File: src/rtl/seq_pkg.sv
// Shared types and encodings for the multicycle control sequencer: FSM states,
// opcode constants, instruction classes and datapath select encodings.
package seq_pkg;

  typedef enum logic [2:0] {
    ST_FETCH  = 3'd0,
    ST_DECODE = 3'd1,
    ST_EXEC   = 3'd2,
    ST_MEM    = 3'd3,
    ST_WB     = 3'd4,
    ST_TRAP   = 3'd5
  } state_t;

  typedef enum logic [2:0] {
    CL_R       = 3'd0,
    CL_IALU    = 3'd1,
    CL_LOAD    = 3'd2,
    CL_STORE   = 3'd3,
    CL_BRANCH  = 3'd4,
    CL_JAL     = 3'd5,
    CL_LUI     = 3'd6,
    CL_ILLEGAL = 3'd7
  } iclass_t;

  localparam logic [6:0] OP_R      = 7'b0110011;
  localparam logic [6:0] OP_IALU   = 7'b0010011;
  localparam logic [6:0] OP_LOAD   = 7'b0000011;
  localparam logic [6:0] OP_STORE  = 7'b0100011;
  localparam logic [6:0] OP_BRANCH = 7'b1100011;
  localparam logic [6:0] OP_JAL    = 7'b1101111;
  localparam logic [6:0] OP_LUI    = 7'b0110111;

  localparam logic [1:0] PC_PLUS4  = 2'b00;
  localparam logic [1:0] PC_BRANCH = 2'b01;
  localparam logic [1:0] PC_JUMP   = 2'b10;

  localparam logic [1:0] ALU_RR = 2'b00;
  localparam logic [1:0] ALU_RI = 2'b01;
  localparam logic [1:0] ALU_PI = 2'b10;

  localparam logic [2:0] ALUC_ADD = 3'b000;
  localparam logic [2:0] ALUC_SUB = 3'b001;
  localparam logic [2:0] ALUC_AND = 3'b010;
  localparam logic [2:0] ALUC_OR  = 3'b011;
  localparam logic [2:0] ALUC_XOR = 3'b100;
  localparam logic [2:0] ALUC_SLT = 3'b101;
  localparam logic [2:0] ALUC_SLL = 3'b110;
  localparam logic [2:0] ALUC_SRL = 3'b111;

  localparam logic [1:0] RES_ALU = 2'b00;
  localparam logic [1:0] RES_MEM = 2'b01;
  localparam logic [1:0] RES_PC4 = 2'b10;

  // sltu folds onto slt and sra onto srl: the ALU has no unsigned/arith variants.
  function automatic logic [2:0] funct3_to_aluc(input logic [2:0] funct3, input logic use_sub);
    case (funct3)
      3'b000:  return use_sub ? ALUC_SUB : ALUC_ADD;
      3'b001:  return ALUC_SLL;
      3'b010,
      3'b011:  return ALUC_SLT;
      3'b100:  return ALUC_XOR;
      3'b101:  return ALUC_SRL;
      3'b110:  return ALUC_OR;
      default: return ALUC_AND;
    endcase
  endfunction

endpackage

File: src/rtl/seq_decode.sv
// Combinational instruction classifier: maps an instruction word to its class
// and the ALU operand select / operation used in EXEC.
module seq_decode
  import seq_pkg::*;
(
  input  logic [31:0] instr,
  output iclass_t     iclass,
  output logic [2:0]  alu_control,
  output logic [1:0]  alu_sel
);

  logic unused_instr_bits;
  assign unused_instr_bits = ^{instr[31], instr[29:15], instr[11:7]};

  always_comb begin
    iclass      = CL_ILLEGAL;
    alu_control = ALUC_ADD;
    alu_sel     = ALU_RR;
    case (instr[6:0])
      OP_R: begin
        iclass      = CL_R;
        alu_control = funct3_to_aluc(instr[14:12], instr[30]);
      end
      OP_IALU: begin
        iclass      = CL_IALU;
        alu_sel     = ALU_RI;
        alu_control = funct3_to_aluc(instr[14:12], 1'b0);
      end
      OP_LOAD: begin
        iclass  = CL_LOAD;
        alu_sel = ALU_RI;
      end
      OP_STORE: begin
        iclass  = CL_STORE;
        alu_sel = ALU_RI;
      end
      OP_BRANCH: begin
        iclass      = CL_BRANCH;
        alu_control = ALUC_SUB;
      end
      OP_JAL: begin
        iclass  = CL_JAL;
        alu_sel = ALU_PI;
      end
      OP_LUI: begin
        iclass  = CL_LUI;
        alu_sel = ALU_RI;
      end
      default: iclass = CL_ILLEGAL;
    endcase
  end

endmodule

File: src/rtl/multicycle_sequencer.sv
// Multicycle FETCH/DECODE/EXEC/MEM/WB control FSM with a req/ack data-memory wait
// and timeout trap. Define SEQ_ILLEGAL_TRAP_EN to trap on illegal opcodes instead of NOP.
module multicycle_sequencer
  import seq_pkg::*;
#(
  parameter int unsigned MEM_TIMEOUT = 16
) (
  input  logic        clk,
  input  logic        reset,
  input  logic [31:0] instr,
  input  logic        bt,
  input  logic        mem_ack,
  output logic        ir_we,
  output logic        pc_we,
  output logic [1:0]  pc_src,
  output logic [1:0]  alu_sel,
  output logic [2:0]  alu_control,
  output logic        reg_write,
  output logic [1:0]  result_src,
  output logic        mem_req,
  output logic        mem_write,
  output logic        retire,
  output logic        halted,
  output logic        mem_err
);

  localparam logic [7:0] TIMEOUT = 8'(MEM_TIMEOUT);

  state_t     state_q, state_d;
  logic [7:0] wait_cnt_q, wait_cnt_d;
  logic       mem_err_q, mem_err_d;

  iclass_t    iclass;
  logic [2:0] dec_alu_control;
  logic [1:0] dec_alu_sel;

  seq_decode u_decode (
    .instr       (instr),
    .iclass      (iclass),
    .alu_control (dec_alu_control),
    .alu_sel     (dec_alu_sel)
  );

  always_comb begin
    state_d     = state_q;
    wait_cnt_d  = '0;
    mem_err_d   = mem_err_q;
    ir_we       = 1'b0;
    pc_we       = 1'b0;
    pc_src      = PC_PLUS4;
    alu_sel     = ALU_RR;
    alu_control = ALUC_ADD;
    reg_write   = 1'b0;
    result_src  = RES_ALU;
    mem_req     = 1'b0;
    mem_write   = 1'b0;
    retire      = 1'b0;
    halted      = 1'b0;
    mem_err     = mem_err_q;

    case (state_q)
      ST_FETCH: begin
        ir_we   = 1'b1;
        state_d = ST_DECODE;
      end
      ST_DECODE: begin
        if (iclass == CL_ILLEGAL) begin
`ifdef SEQ_ILLEGAL_TRAP_EN
          state_d = ST_TRAP;
`else
          pc_we   = 1'b1;
          retire  = 1'b1;
          state_d = ST_FETCH;
`endif
        end else begin
          state_d = ST_EXEC;
        end
      end
      ST_EXEC: begin
        alu_sel     = dec_alu_sel;
        alu_control = dec_alu_control;
        case (iclass)
          CL_BRANCH: begin
            pc_we   = 1'b1;
            pc_src  = bt ? PC_BRANCH : PC_PLUS4;
            retire  = 1'b1;
            state_d = ST_FETCH;
          end
          CL_LOAD, CL_STORE: state_d = ST_MEM;
          default:           state_d = ST_WB;
        endcase
      end
      ST_MEM: begin
        mem_req   = 1'b1;
        mem_write = (iclass == CL_STORE);
        if (mem_ack) begin
          if (iclass == CL_STORE) begin
            pc_we   = 1'b1;
            retire  = 1'b1;
            state_d = ST_FETCH;
          end else begin
            state_d = ST_WB;
          end
        end else begin
          // Counter holds the number of ack-less MEM cycles seen, including this one.
          wait_cnt_d = wait_cnt_q + 8'd1;
          if (wait_cnt_d == TIMEOUT) begin
            mem_err_d = 1'b1;
            state_d   = ST_TRAP;
          end
        end
      end
      ST_WB: begin
        reg_write = (instr[11:7] != 5'd0);
        if (iclass == CL_LOAD)     result_src = RES_MEM;
        else if (iclass == CL_JAL) result_src = RES_PC4;
        pc_we   = 1'b1;
        pc_src  = (iclass == CL_JAL) ? PC_JUMP : PC_PLUS4;
        retire  = 1'b1;
        state_d = ST_FETCH;
      end
      ST_TRAP: halted = 1'b1;
      default: state_d = ST_FETCH;
    endcase

    if (reset) begin
      ir_we       = 1'b0;
      pc_we       = 1'b0;
      pc_src      = PC_PLUS4;
      alu_sel     = ALU_RR;
      alu_control = ALUC_ADD;
      reg_write   = 1'b0;
      result_src  = RES_ALU;
      mem_req     = 1'b0;
      mem_write   = 1'b0;
      retire      = 1'b0;
      halted      = 1'b0;
      mem_err     = 1'b0;
    end
  end

  always_ff @(posedge clk) begin
    if (reset) begin
      state_q    <= ST_FETCH;
      wait_cnt_q <= '0;
      mem_err_q  <= 1'b0;
    end else begin
      state_q    <= state_d;
      wait_cnt_q <= wait_cnt_d;
      mem_err_q  <= mem_err_d;
    end
  end

endmodule
File: config.mk
export PLATFORM = sky130hd
export DESIGN_NAME = multicycle_sequencer
export DESIGN_NICKNAME = d
export VERILOG_FILES = /design/src/rtl/seq_pkg.sv /design/src/rtl/seq_decode.sv /design/src/rtl/multicycle_sequencer.sv
export SDC_FILE = /design/constraint.sdc
export NUM_CORES = 1
export LEC_CHECK = 0
export ABC_AREA = 1
export BUFFER_PORTS_ARGS = -buffer_cell sky130_fd_sc_hd__buf_2
export CAP_MARGIN = 25
export CORE_MARGIN = 3
export CORE_UTILIZATION = 44
export CTS_CLUSTER_DIAMETER = 40
export DETAILED_ROUTE_END_ITERATION = 16
export HOLD_SLACK_MARGIN = 0.08
export PLACE_DENSITY = 0.77
export SYNTH_ARGS = -nofsm -noshare
export SYNTH_HDL_FRONTEND = slang
export SYNTH_SLANG_ARGS = --single-unit
File: constraint.sdc
create_clock -name clk -period 1.5 [get_ports clk]
set_input_delay 0.075 -clock clk [delete_from_list [all_inputs] [get_ports clk]]
set_output_delay 0.075 -clock clk [all_outputs]
set_load 0.05 [all_outputs]
==> summary.txt <==
Setup path
  – Largest stage delay, worst path: 340 ps
  – Worst reg2reg setup slack: 70 ps
  – Crit path capture: alu_control[1]
  – FF-to-FF path depth: 8
  – Slowest stage cell, crit path: dfxtp_2
  – CP Max Fanout: 2
  – Top Family by Delay on Critical Path: buffers and inverters
  – Crit path top cell by count: inv_2
  – Worst path buffer plus inverter count: 5
  – Critical path, cell by cell: inv_2 > nor3_4 > inv_2 > nor2_4 > inv_2 > nor2_4 > inv_2 > a211oi_4 > buf_6
  – Instance count on the critical path: 9
  – Worst Path Required: 1420 ps
  – Startpoint Class: register
  – CP startpoint: state_q[1]
  – Reg-to-reg endpoint: state_q[2]
  – R2r startpoint: state_q[2]
  – Crit end category: output pin
  – Crit path kind: register to output pin
  – Data arrival time of the critical path: 1590 ps

Timing
  – Pins Over Slew Limit: 0
  – Hold Vio Cnt, Final: 0
  – Skew final: 0.674 ps
  – Max_slew headroom: 80.1%
  – Final worst setup slack: -169 ps
  – Worst Tran Pin Value: 296 ps
  – Final setup vio count: 14
  – Minimum clock period: 1670 ps
  – Final period util: 111%
  – RSZ-0062 raised after global routing: yes
  – Peak Freq: 599 MHz

Run status
  – Status: finished with violations
  – Failing checks: setup timing

Logic synthesis
  – Post-synthesis cell area: 961 sq um
  – Synthesis Warnings: 0
  – Post-synth top area share: 25.0%
  – Synth Net Count: 206
  – #FFs+latches synth: 12
  – Most frequent cells after synthesis: nand2_1 (37), nor2_1 (35), inv_1 (31), nand3_1 (17), dfxtp_1 (12)
  – Async set or reset register ratio after synthesis: 0%
  – Sequential area share after synthesis: 25.0%
  – Library cells used by synthesis: 24
  – Predominant post-synthesis flop cell: dfxtp_1
  – Number of enable flip-flop cells after synthesis: 0
  – Synth top area cells: dfxtp_1 (25%), nand2_1 (14%), nor2_1 (14%), inv_1 (12%), nand3_1 (8.9%)
  – Count leader, synth: nand2_1
  – Post-synth top area cell: dfxtp_1
  – Syn Area/Cell: 5.69 sq um
  – Cell count after synthesis: 169

Clock network
  – CTS tree: done
  – Skew-Pair Late Insertion Delay: 270 ps
  – Root Buffer: clkbuf_4
  – CTS Buf Count: 3
  – Max H-tree Level: 1
  – Clock Tree Buf Depth: 2
  – Clock Sinks: 12
  – Hold_buf cts: 0
  – Clk slew on worst S/H paths: 70 ps

Die
  – Die H: 52.7 microns
  – FP Rows: 16
  – Ports: 53
  – Starting Density: 47.5%
  – Die span in x: 52.7 microns
  – Core ar.: 2020 sq um
  – Die Area: 2780 sq um

Final layout
  – Fillers: 146
  – # diodes: 0
  – Area used by multi-input combinational logic: 747 sq um
  – Layout Cells excl Fill: 253
  – Register area: 254 sq um
  – Layout cells sized above 1: 49.1%
  – Nets@finish: 264
  – Core Util, Final: 80.8%
  – Area growth, synth to finish: 70.1%

Placement
  – Placed insts: 242
  – DPL Wire Length: 2.00 mm
  – Routability cong.: 0.857
  – Buffers on Ports: 36

Power
  – Power Dens Cells: 448 nW/um^2
  – Power consumption: 732 uW
  – Pleak: 0.712 nW
  – Maximum vdd drop: 0.000539 V

Global routing
  – Vias in the first global route: 1059
  – Antenna violations before repair: 0
  – GRT Util Overall: 19.9%
  – Gr ovfl total: 0
  – First-pass GRT wire length: 4.22 mm
  – Largest net degree at the start of global routing: 12

Routing
  – WL final: 2.95 mm
  – Drt pass-1 iters: 5
  – Post-DRT Antenna Nets: 0
  – Initial DRC count: 43
  – Vias per Instance: 5.05
  – DRC viols: 0
  – WL/cell: 11.6 microns
  – DR vias: 1277

Hold path
  – Hold Crit Class: primary input to register

Flow run
  – Total of max-cap violations: 0
cell type report:
cell class	count	share of cell area, %
multi-input cells	123	45.7
repair buffers	55	26.6
flip-flops and latches	12	15.5
inverters	32	7.89
clock buffers	4	2.22
well taps	27	2.07
cells by family (layout without fill, tap and decap cells):
family                   after synthesis  count (layout)  synth area share (%)
AO/OA/AOI/OAI                         11              11                  6.90
buffers and inverters                 34              91                  13.7
adder cells (fa/ha/maj)                1               1                  1.30
flip-flops                            12              12                  25.0
AND/OR/NAND/NOR                      111             111                  53.1
power by group:
| group | leakage [nW] | switching, mW | internal [mW] | total [mW] |
|---|---|---|---|---|
| sequential | 0.101 | 0.00559 | 0.318 | 0.324 |
| clock | 0.0210 | 0.108 | 0.148 | 0.256 |
| combinational | 0.590 | 0.0963 | 0.0569 | 0.153 |
flip-flops by register name, summed over array words and instances, names as in the netlist:
signal and flops:
mem_err_q 1, wait_cnt_q 8, state_q 3
cell usage in the layout (no fill, tap or decap), types with 2 or more instances in the layout:
| master | instances |
|---|---|
| dfxtp_4 | 2 |
| a21oi_1 | 5 |
| nor3_2 | 3 |
| nand3b_1 | 3 |
| nor2_1 | 25 |
| nor3_4 | 3 |
| buf_6 | 17 |
| buf_2 | 20 |
| nand4_1 | 4 |
| dfxtp_1 | 5 |
| buf_4 | 17 |
| nand2_2 | 7 |
| nand3_1 | 12 |
| clkbuf_4 | 3 |
| inv_2 | 8 |
| nor2_2 | 6 |
| inv_1 | 22 |
| dfxtp_2 | 5 |
| nor3_1 | 4 |
| nor2_4 | 5 |
| nand2_1 | 31 |
| nand3_2 | 5 |
worst min-delay path by stage:
| stage | cells past startpoint | start | end | slack (ps) |
|---|---|---|---|---|
| 2_1_floorplan | 1 | instr[13] | alu_control[1] | 260 |
| 3_3_place_gp | 2 | reset | state_q[2] | 390 |
| 3_5_place_dp | 2 | reset | state_q[2] | 410 |
| 4_1_cts | 2 | reset | state_q[2] | 120 |
| 5_1_grt | 4 | mem_ack | state_q[1] | 180 |
| 6_report | 2 | reset | state_q[2] | 160 |
metrics by stage:
step                      setup TNS, ps  instance area, sq um  hold slack (ps)  worst slack, ps
after floorplan                    -749                  1010              259             -146
after global placement            -41.9                  1300              392            -41.9
after detailed placement           -133                  1300              409            -70.0
after CTS                         -1800                  1470              124             -264
after global routing              -2480                  1630              179             -279
final                             -1260                  1630              158             -169
repair_timing:
item | in CTS | in global routing
setup buffers | 1 | 7
gates resized for setup | 41 | 43
pin swaps | 5 | 11
setup endpoints to repair | 16 | 20
gates cloned | 0 | 0
hold endpoints to repair | 0 | 0
metal layers:
metal  wire [microns]  GRT usage, %
met4               59          8.94
met3              176          1.14
met5                0             0
met1             1200          24.3
met2             1510          35.1
(Power assumes the default switching activity.)
